### config.mk
export PLATFORM = sky130hd
export DESIGN_NAME = mdio_master
export DESIGN_NICKNAME = d
export VERILOG_FILES = /design/src/rtl/mdio_master.sv
export SDC_FILE = /design/constraint.sdc
export NUM_CORES = 1
export LEC_CHECK = 0
export CORE_ASPECT_RATIO = 1.1
export CORE_MARGIN = 2
export CORE_UTILIZATION = 25
export CTS_CLUSTER_DIAMETER = 150
export DETAILED_ROUTE_END_ITERATION = 12
export SYNTH_ARGS = -nofsm -noshare
export SYNTH_HDL_FRONTEND = slang
export SYNTH_SLANG_ARGS = --single-unit
### constraint.sdc
create_clock -name clk_rmii -period 2.3 [get_ports clk_rmii]
set_clock_uncertainty 0.2 [all_clocks]
set_input_delay 0.23 -clock clk_rmii [delete_from_list [all_inputs] [get_ports clk_rmii]]
set_output_delay 0.23 -clock clk_rmii [all_outputs]
set_load 0.01 [all_outputs]
### src/rtl/mdio_master.sv
// MDIO (IEEE 802.3 clause 22) management master.
// Serialises one read or write frame per accepted command. MDC is derived
// from clk_rmii with a programmable half-period. Read data is sampled on the
// MDC rising edge and returned with a one-cycle completion pulse.
module mdio_master #(
  parameter int CLK_DIV      = 10,  // clk_rmii cycles per MDC half-period (2..255)
  parameter int PREAMBLE_LEN = 32   // leading '1' bits (0..32)
) (
  input  logic        clk_rmii,
  input  logic        rst_ni,
  input  logic        cmd_valid,
  output logic        cmd_ready,
  input  logic        cmd_read,
  input  logic [4:0]  cmd_phy_addr,
  input  logic [4:0]  cmd_reg_addr,
  input  logic [15:0] cmd_wdata,
  output logic        rsp_valid,
  output logic [15:0] rsp_rdata,
  output logic        rsp_err,
  output logic        busy,
  output logic        mdc_o,
  output logic        mdio_o,
  output logic        mdio_t,
  input  logic        mdio_i
);

  typedef enum logic [2:0] {IDLE, PREAMBLE, HEADER, TA, DATA, DONE} state_e;

  localparam int         NBITS    = PREAMBLE_LEN + 32;
  localparam logic [5:0] LAST_BIT = 6'(NBITS - 1);
  localparam logic [7:0] DIV_LAST = 8'(CLK_DIV - 1);

  // Frame phase that owns bit k of the whole frame.
  function automatic state_e phase_of(input int k);
    int j;
    j = k - PREAMBLE_LEN;
    if (j < 0)  return PREAMBLE;
    if (j < 14) return HEADER;
    if (j < 16) return TA;
    return DATA;
  endfunction

  // A read frame releases the line from the first turnaround bit onwards.
  function automatic logic released(input logic rd, input int k);
    return rd && ((k - PREAMBLE_LEN) >= 14);
  endfunction

  // Value driven on MDIO for bit k; '1' while in preamble or released.
  function automatic logic frame_bit(input logic rd, input logic [4:0] phy,
                                     input logic [4:0] rg, input logic [15:0] wd,
                                     input int k);
    logic [31:0] f;
    int          j;
    j = k - PREAMBLE_LEN;
    if (j < 0 || released(rd, k)) return 1'b1;
    f = {2'b01, (rd ? 2'b10 : 2'b01), phy, rg, 2'b10, wd};
    f = f << j;
    return f[31];
  endfunction

  state_e      state_q, state_d;
  logic [5:0]  bit_q, bit_d;
  logic [7:0]  div_q, div_d;
  logic        mdc_q, mdc_d;
  logic        mdio_q, mdio_d;
  logic        mdt_q, mdt_d;
  logic        rd_q, rd_d;
  logic [4:0]  phy_q, phy_d;
  logic [4:0]  reg_q, reg_d;
  logic [15:0] wd_q, wd_d;
  logic [15:0] sh_q, sh_d;
  logic        err_sh_q, err_sh_d;
  logic [15:0] rdata_q, rdata_d;
  logic        err_q, err_d;

  // Next-state logic: command acceptance, MDC phase/bit sequencing and sampling.
  always_comb begin
    int cur_k;
    int nxt_k;
    // NOTE: every signal gets a default first so no path leaves it unassigned,
    // which would otherwise infer a latch.
    state_d  = state_q;
    bit_d    = bit_q;
    div_d    = div_q;
    mdc_d    = mdc_q;
    mdio_d   = mdio_q;
    mdt_d    = mdt_q;
    rd_d     = rd_q;
    phy_d    = phy_q;
    reg_d    = reg_q;
    wd_d     = wd_q;
    sh_d     = sh_q;
    err_sh_d = err_sh_q;
    rdata_d  = rdata_q;
    err_d    = err_q;
    cur_k    = int'(bit_q);
    nxt_k    = cur_k + 1;

    case (state_q)
      IDLE: begin
        if (cmd_valid) begin
          rd_d    = cmd_read;
          phy_d   = cmd_phy_addr;
          reg_d   = cmd_reg_addr;
          wd_d    = cmd_wdata;
          bit_d   = '0;
          div_d   = '0;
          mdc_d   = 1'b0;
          state_d = phase_of(0);
          mdio_d  = frame_bit(cmd_read, cmd_phy_addr, cmd_reg_addr, cmd_wdata, 0);
          mdt_d   = released(cmd_read, 0);
        end
      end
      DONE: begin
        state_d = IDLE;
      end
      default: begin
        if (div_q != DIV_LAST) begin
          div_d = div_q + 8'd1;
        end else begin
          div_d = '0;
          if (!mdc_q) begin
            // MDC rising edge: sample the PHY during the released part of a read.
            mdc_d = 1'b1;
            if (rd_q && (cur_k - PREAMBLE_LEN) == 15) err_sh_d = mdio_i;
            if (rd_q && (cur_k - PREAMBLE_LEN) >= 16) sh_d = {sh_q[14:0], mdio_i};
          end else begin
            mdc_d = 1'b0;
            if (bit_q == LAST_BIT) begin
              state_d = DONE;
              mdio_d  = 1'b1;
              mdt_d   = 1'b1;
              if (rd_q) begin
                rdata_d = sh_q;
                err_d   = err_sh_q;
              end else begin
                err_d   = 1'b0;
              end
            end else begin
              bit_d   = bit_q + 6'd1;
              state_d = phase_of(nxt_k);
              mdio_d  = frame_bit(rd_q, phy_q, reg_q, wd_q, nxt_k);
              mdt_d   = released(rd_q, nxt_k);
            end
          end
        end
      end
    endcase
  end

  // State and datapath registers; reset aborts any frame immediately.
  always_ff @(posedge clk_rmii or negedge rst_ni) begin
    if (!rst_ni) begin
      state_q  <= IDLE;
      bit_q    <= '0;
      div_q    <= '0;
      mdc_q    <= 1'b0;
      mdio_q   <= 1'b1;
      mdt_q    <= 1'b1;
      rd_q     <= 1'b0;
      phy_q    <= '0;
      reg_q    <= '0;
      wd_q     <= '0;
      sh_q     <= '0;
      err_sh_q <= 1'b0;
      rdata_q  <= '0;
      err_q    <= 1'b0;
    end else begin
      // NOTE: non-blocking assignments so every register sees pre-edge values.
      state_q  <= state_d;
      bit_q    <= bit_d;
      div_q    <= div_d;
      mdc_q    <= mdc_d;
      mdio_q   <= mdio_d;
      mdt_q    <= mdt_d;
      rd_q     <= rd_d;
      phy_q    <= phy_d;
      reg_q    <= reg_d;
      wd_q     <= wd_d;
      sh_q     <= sh_d;
      err_sh_q <= err_sh_d;
      rdata_q  <= rdata_d;
      err_q    <= err_d;
    end
  end

  assign cmd_ready = (state_q == IDLE);
  assign busy      = (state_q != IDLE);
  assign rsp_valid = (state_q == DONE);
  assign rsp_rdata = rdata_q;
  assign rsp_err   = err_q;
  assign mdc_o     = mdc_q;
  assign mdio_o    = mdio_q;
  assign mdio_t    = mdt_q;

endmodule

Word-level counts from Yosys, hierarchy flattened
Index checks and enable logic that the tools add are counted.

Bits in latches: 0. Register bits: 81. Bits in read-only memories: 0. Word-level logic and storage cells: 118. Output and inout bits: 23. Bits in writable memories: 0. Input bits: 31. Memories kept: 0.

Add/subtract/negate cells: 5. Multiplexer cells: 62. Order comparisons: 5. Equal/unequal tests: 8. $mul: 0. Bitwise gates (word level): 4. Shift operators: 1. Reduce and logical (&&, ||, !) cells: 19. Divide/modulo/power cells: 0.

Operators with widths (number): 1-bit 2-to-1 mux (39); 31-bit by 32-bit << shifter with 32-bit output (1); 3-bit 2-to-1 mux (10); 6-bit 2-to-1 mux (4); 8-bit 2-to-1 mux (2); 8-bit case mux with 2 select lines (1); 4-bit AND reduction (4); 6-bit case mux with 2 select lines (1); 5-bit AND reduction (2); 8-bit by 1-bit adder with 8-bit output, second input constant (1); 8-bit by 5-bit greater-or-equal comparator with 1-bit output, second input constant (1); 8-bit by 1-bit < comparator with 1-bit output, second input constant (1); 8-bit by 5-bit < comparator with 1-bit output, second input constant (1); 8-bit by 6-bit < comparator with 1-bit output, second input constant (1); 8-bit by 4-bit inequality test with 1-bit output, second input constant (1); 7-bit by 6-bit subtractor with 8-bit output, second input constant (1); 6-bit by 1-bit adder with 7-bit output, second input constant (1); 7-bit by 5-bit equality test with 1-bit output, second input constant (1); 7-bit by 6-bit greater-or-equal comparator with 1-bit output, second input constant (1); 6-bit by 6-bit subtractor with 7-bit output, second input constant (1); 6-bit by 1-bit adder with 6-bit output, second input constant (1); 6-bit equality test, second input constant (1); 2-bit inequality test, second input constant (3); 1-bit case mux with 2 select lines (3); other kinds (13) (21).

Longest topological paths before layout
Word-level depth: 26. Gate-level depth with buffers: 11. Depth with buffers taken out: 10.

Least setup slack after synthesis
Ideal clock, no wire load.

Path type: register to register. From: register bit_q[1]. To: register state_q[0]. Cell stages (with the launch flop): 10. Setup slack: -0.071 ns. Buffers on the path: 1. Required time: 1.965 ns. Data arrival time: 2.037 ns. Setup time: 0.135 ns. Period minus slack after synthesis: 2.371 ns. Path through: dfrtp_1 -> ha_1 -> clkbuf_1 -> nand3_1 -> nand2_1 -> o22ai_1 -> inv_1 -> ha_1 -> a2111oi_0 -> o31ai_1.

Cells in the longest elaborated chain, start to end: 17. Elaborated cells between the ends (all ways): 33. Classes of those cells: 2 x add/sub; 3 x order compare; 1 x eq/ne; 27 x mux.

Ends and longest elaborated chain: from (decl) (line 62) `logic [5:0] bit_q, bit_d;`; from (signal assigned) (line 171) `bit_q <= bit_d;`; 6-bit by 1-bit adder with 7-bit output (line 97) `nxt_k = cur_k + 1;`; 7-bit by 6-bit subtractor with 8-bit output (line 36) `j = k - PREAMBLE_LEN;`; 8-bit by 6-bit < comparator with 1-bit output (line 39) `if (j < 16) return TA;`; 1-bit 2-to-1 mux (2 in a row) (line 39); 1-bit 2-to-1 mux (line 38) `if (j < 14) return HEADER;`; 1-bit 2-to-1 mux (line 129) `if (bit_q == LAST_BIT) begin`; 1-bit 2-to-1 mux (line 122) `if (!mdc_q) begin`; 1-bit 2-to-1 mux (line 118) `if (div_q != DIV_LAST) begin`; 1-bit 2-to-1 mux (line 99) `case (state_q)`; 3-bit 2-to-1 mux (line 40) `return DATA;`; 3-bit 2-to-1 mux (line 39); 3-bit 2-to-1 mux (line 38); 3-bit 2-to-1 mux (*) (line 129); 3-bit 2-to-1 mux (*) (line 122); 3-bit 2-to-1 mux (*) (line 118); 3-bit case mux with 2 select lines (*) (line 99); to (signal assigned) (line 170) `state_q <= state_d;`; to (decl) (line 61) `state_e state_q, state_d;`.

Every way passes the cells marked *; elsewhere a longest branch is shown, timed or not. The select of a mux whose other input is x is not followed. A chain may end at the register's enable or synchronous reset.

Final worst setup path
From: register bit_q[1]. To: register mdio_q, in the netlist mdio_o.

Cells in the longest elaborated chain, start to end: 15. Elaborated cells between the ends (all ways): 18. Classes of those cells: 2 x add/sub; 2 x order compare; 1 x eq/ne; 1 x shift; 10 x mux; 2 x reduce/logical.

Ends and longest elaborated chain: 6-bit by 1-bit adder with 7-bit output (line 97); 7-bit by 6-bit subtractor with 8-bit output (line 45, 54); 8-bit by 5-bit greater-or-equal comparator with 1-bit output (line 45) `return rd && ((k - PREAMBLE_LEN) >= 14);`; 1-bit logical AND (line 45); 1-bit logical OR (line 55) `if (j < 0 || released(rd, k)) return 1'b1;`; 1-bit 2-to-1 mux (line 55); 1-bit 2-to-1 mux (line 129); 1-bit 2-to-1 mux (line 122); 1-bit 2-to-1 mux (line 118); 1-bit 2-to-1 mux (line 99); 1-bit 2-to-1 mux (line 56) `f = {2'b01, (rd ? 2'b10 : 2'b01), phy, rg, 2'b10, wd};`; 1-bit 2-to-1 mux (*) (line 129); 1-bit 2-to-1 mux (*) (line 122); 1-bit 2-to-1 mux (*) (line 118); 1-bit case mux with 2 select lines (*) (line 99); to (signal assigned) (line 174) `mdio_q <= mdio_d;`; to (decl) (line 65) `logic mdio_q, mdio_d;`.

Marks and branches as above.

==> flow_summary.toml <==
[cts]
postCtsSetupBuffers = 0
h-tree-depth = 3
path_clk_slew_ns = 0.06
cts_buffer_depth = 2
cts_root_buf = "clkbuf_16"
cts_buffers = 9
cts_tree = "yes"
insertion_delay_ns = 0.34
cts_num_sinks = 81

[logic_synthesis]
syn-mean-instance-area_um2 = 11.80
synth.cell_area_um2 = 4073
synthTopCellsByArea = "dfrtp_1 49%, mux2_2 14%, mux2_4 3.7%, o21ai_0 2.3%, a21oi_1 2.1%"
yosys.cell_types.count = 56
seq_area_frac_synth_pct = 49.83
synth-edff-count = 0
syn_inst = 345
syn_nets = 381
netlist_top_cells_count = "79 x dfrtp_1, 51 x mux2_2, 19 x nand2_1, 19 x nor2_1, 19 x o21ai_0"
synth_seq_cells = 81
ys.flop_type = "dfrtp_1"
synth.top_cell.area_share_pct = 48.54
synth_warnings = 0
async_reset_ff_share_pct = 100.0
yosysMostFrequentCell = "dfrtp_1"
synth_top_area_cell = "dfrtp_1"

[sta]
setup_slack_ns = 0.04067
setup_viol = 0
post-route-period-util_pct = 98.23
rsz0062_at_grt = "yes"
period_minus_slack_ns = 2.259
drv_slew = 0
max_freq_mhz = 442.6
relSlewSlack_pct = 71.69
tightest_slew_ns = 0.4247
hold_viol = 0

[floorplanning]
die_h_um = 137.9
dieArea_um2 = 17330
die_width_um = 125.7
ios = 54
rows = 48
start_util_pct = 25.78
core_um2 = 15800

[critical_path]
start_kind = "register"
r2r_setup_slack_ns = 0.04
cp-end-kind = "register"
crit_arrival_ns = 2.32
crit_required_ns = 2.36
reg2reg_from = "bit_q[1]"
cp_max_fo = 7
rr_worst_depth = 7
reg2reg_to = "mdio_o"
path_class = "reg2reg"

[grt]
grt_pass1_vias = 3147
grt_pass1_wl_mm = 15.64
gr-total-overflow = 0
grt_usage_pct = 11.27
antenna_found_initial = 0
grt_max_degree = 37

[routing]
drt-initial-drc-count = 222
drc = 0
vias_per_cell = 4.669
wl_per_cell_um = 14.53
drt_wl_total_mm = 9.253
ant_nets = 0
vias = 2974
first_pass_iters = 4

[worst_hold_path]
min_path_type = "in2async"

[power_and_ir_drop]
max-vdd-ir-drop_mv = 0.3619
p_per_area_nw_per_um2 = 545.0
leakagePower_nw = 2.425

[final_layout]
stdcell_area_um2 = 5448
fillers = 1567
area_growth_pct = 33.76
nets = 468
regArea_um2 = 2029
multiInputGateArea_um2 = 1986
diodes = 0
drive_gt1_share_pct = 31.81

[run_status]
outcome = "completed"

[run]
maxCapViolations = 0

[placement]
detailed_place.area_um2 = 5079
hpwl_mm = 6.820
place_ws_ns = -0.1738
gp_congestion = 0.8460
port_buffers = 53
## per-layer routing
metal | global-route usage, % | up-vias | wire length (µm)
met1 | 14.50 | 1475 | 4214
met4 | 3.765 | 0 | 127
met3 | 2.971 | 10 | 407
met2 | 18.53 | 60 | 4505
li1 | - | 1429 | -
met5 | 0 | - | 0
## cell families after synthesis
group / count (synthesis) / synth area share [%]
multiplexers: 67 / 20.18
flip-flops: 81 / 49.83
AO/OA/AOI/OAI: 68 / 10.38
AND/OR/NAND/NOR: 90 / 13.00
buffers and inverters: 25 / 2.949
XOR/XNOR: 9 / 2.120
adder cells (fa/ha/maj): 5 / 1.536
## worst max-delay path by stage
stage                     startpoint  cells after the start         end
after CTS                   div_q[7]                      5     sh_q[5]
final                       bit_q[1]                      7      mdio_o
after detailed placement    bit_q[0]                      9      mdio_o
after global placement      bit_q[0]                      9      mdio_o
after global routing        bit_q[1]                      7      mdio_o
after floorplan             bit_q[1]                      9  state_q[0]
## layout by cell type (no fill, tap or decap), types with 3 or more instances in the layout
cell,n
nand4_1,3
nand2b_1,5
mux2_2,51
mux2i_1,3
a31oi_1,3
o21ai_0,19
nor2_1,17
a21o_1,4
buf_4,36
ha_1,4
mux2_4,10
clkbuf_16,9
o22ai_1,3
mux4_2,3
and2_1,3
clkinvlp_4,3
nor2b_1,4
nand3_1,8
clkdlybuf4s50_1,50
xnor2_1,3
a211oi_1,6
dfrtp_1,79
xor2_1,5
inv_1,10
or3_1,3
nand2_1,19
and3_1,7
a21oi_1,17
o31ai_1,4
## power by group
| part | switching (W) | total [W] | internal, W | leakage [nW] |
|---|---|---|---|---|
| clock | 0.000604 | 0.00145 | 0.000850 | 0.140 |
| combinational | 0.0000365 | 0.0000875 | 0.0000510 | 1.23 |
| sequential | 0.00000122 | 0.00143 | 0.00143 | 1.05 |
| total | 0.000642 | 0.00297 | 0.00233 | 2.42 |
## state kept, by name (all words and copies together) (netlist names)
name	cells
div_q	8
rsp_rdata	16
wd_q	16
reg_q	5
sh_q	16
bit_q	6
phy_q	5
mdc_o	1
rd_q	1
rsp_err	1
mdio_t	1
mdio_o	1
state_q	3
err_sh_q	1
## per-stage QoR
| step | std cells | total power (W) | utilization (%) | TNS, ns | hold slack (ns) |
|---|---|---|---|---|---|
| after floorplan | 345 | 0.001456 | - | 0 | -0.2656 |
| final | 637 | 0.002969 | 34.49 | 0 | 0.1838 |
| after detailed placement | 620 | 0.001544 | 32.15 | -0.1738 | 0.004362 |
| after CTS | 637 | 0.003025 | 34.25 | 0 | 0.2036 |
| after global placement | 620 | 0.001543 | 32.15 | -0.1355 | 0.004295 |
| after global routing | 637 | 0.003092 | 34.49 | -0.1767 | 0.2366 |
## area by class of cell
type / count / area share, %
sequential: 81 / 37.25
timing repair buffer: 91 / 15.46
inverter: 10 / 0.6890
clock buffer: 9 / 4.134
tap: 200 / 4.593
multi-input combinational: 239 / 36.45
clock inverter: 7 / 1.424
## what timing repair did
action,4_1_cts,5_1_grt
setup endpoints to repair,4,24
gates resized for setup,6,7
hold endpoints to repair,28,0
hold buffers,1,0
## worst max-delay path: stages (launching register included)
cell and delay (ns):
dfrtp_1 0.39, ha_2 0.41, mux2_2 0.34, o21ai_0 0.16, o311ai_0 0.15, and4_1 0.23
nor4_1 0.17, a31oi_1 0.12
No activity file was read; power rests on OpenSTA's default activity.
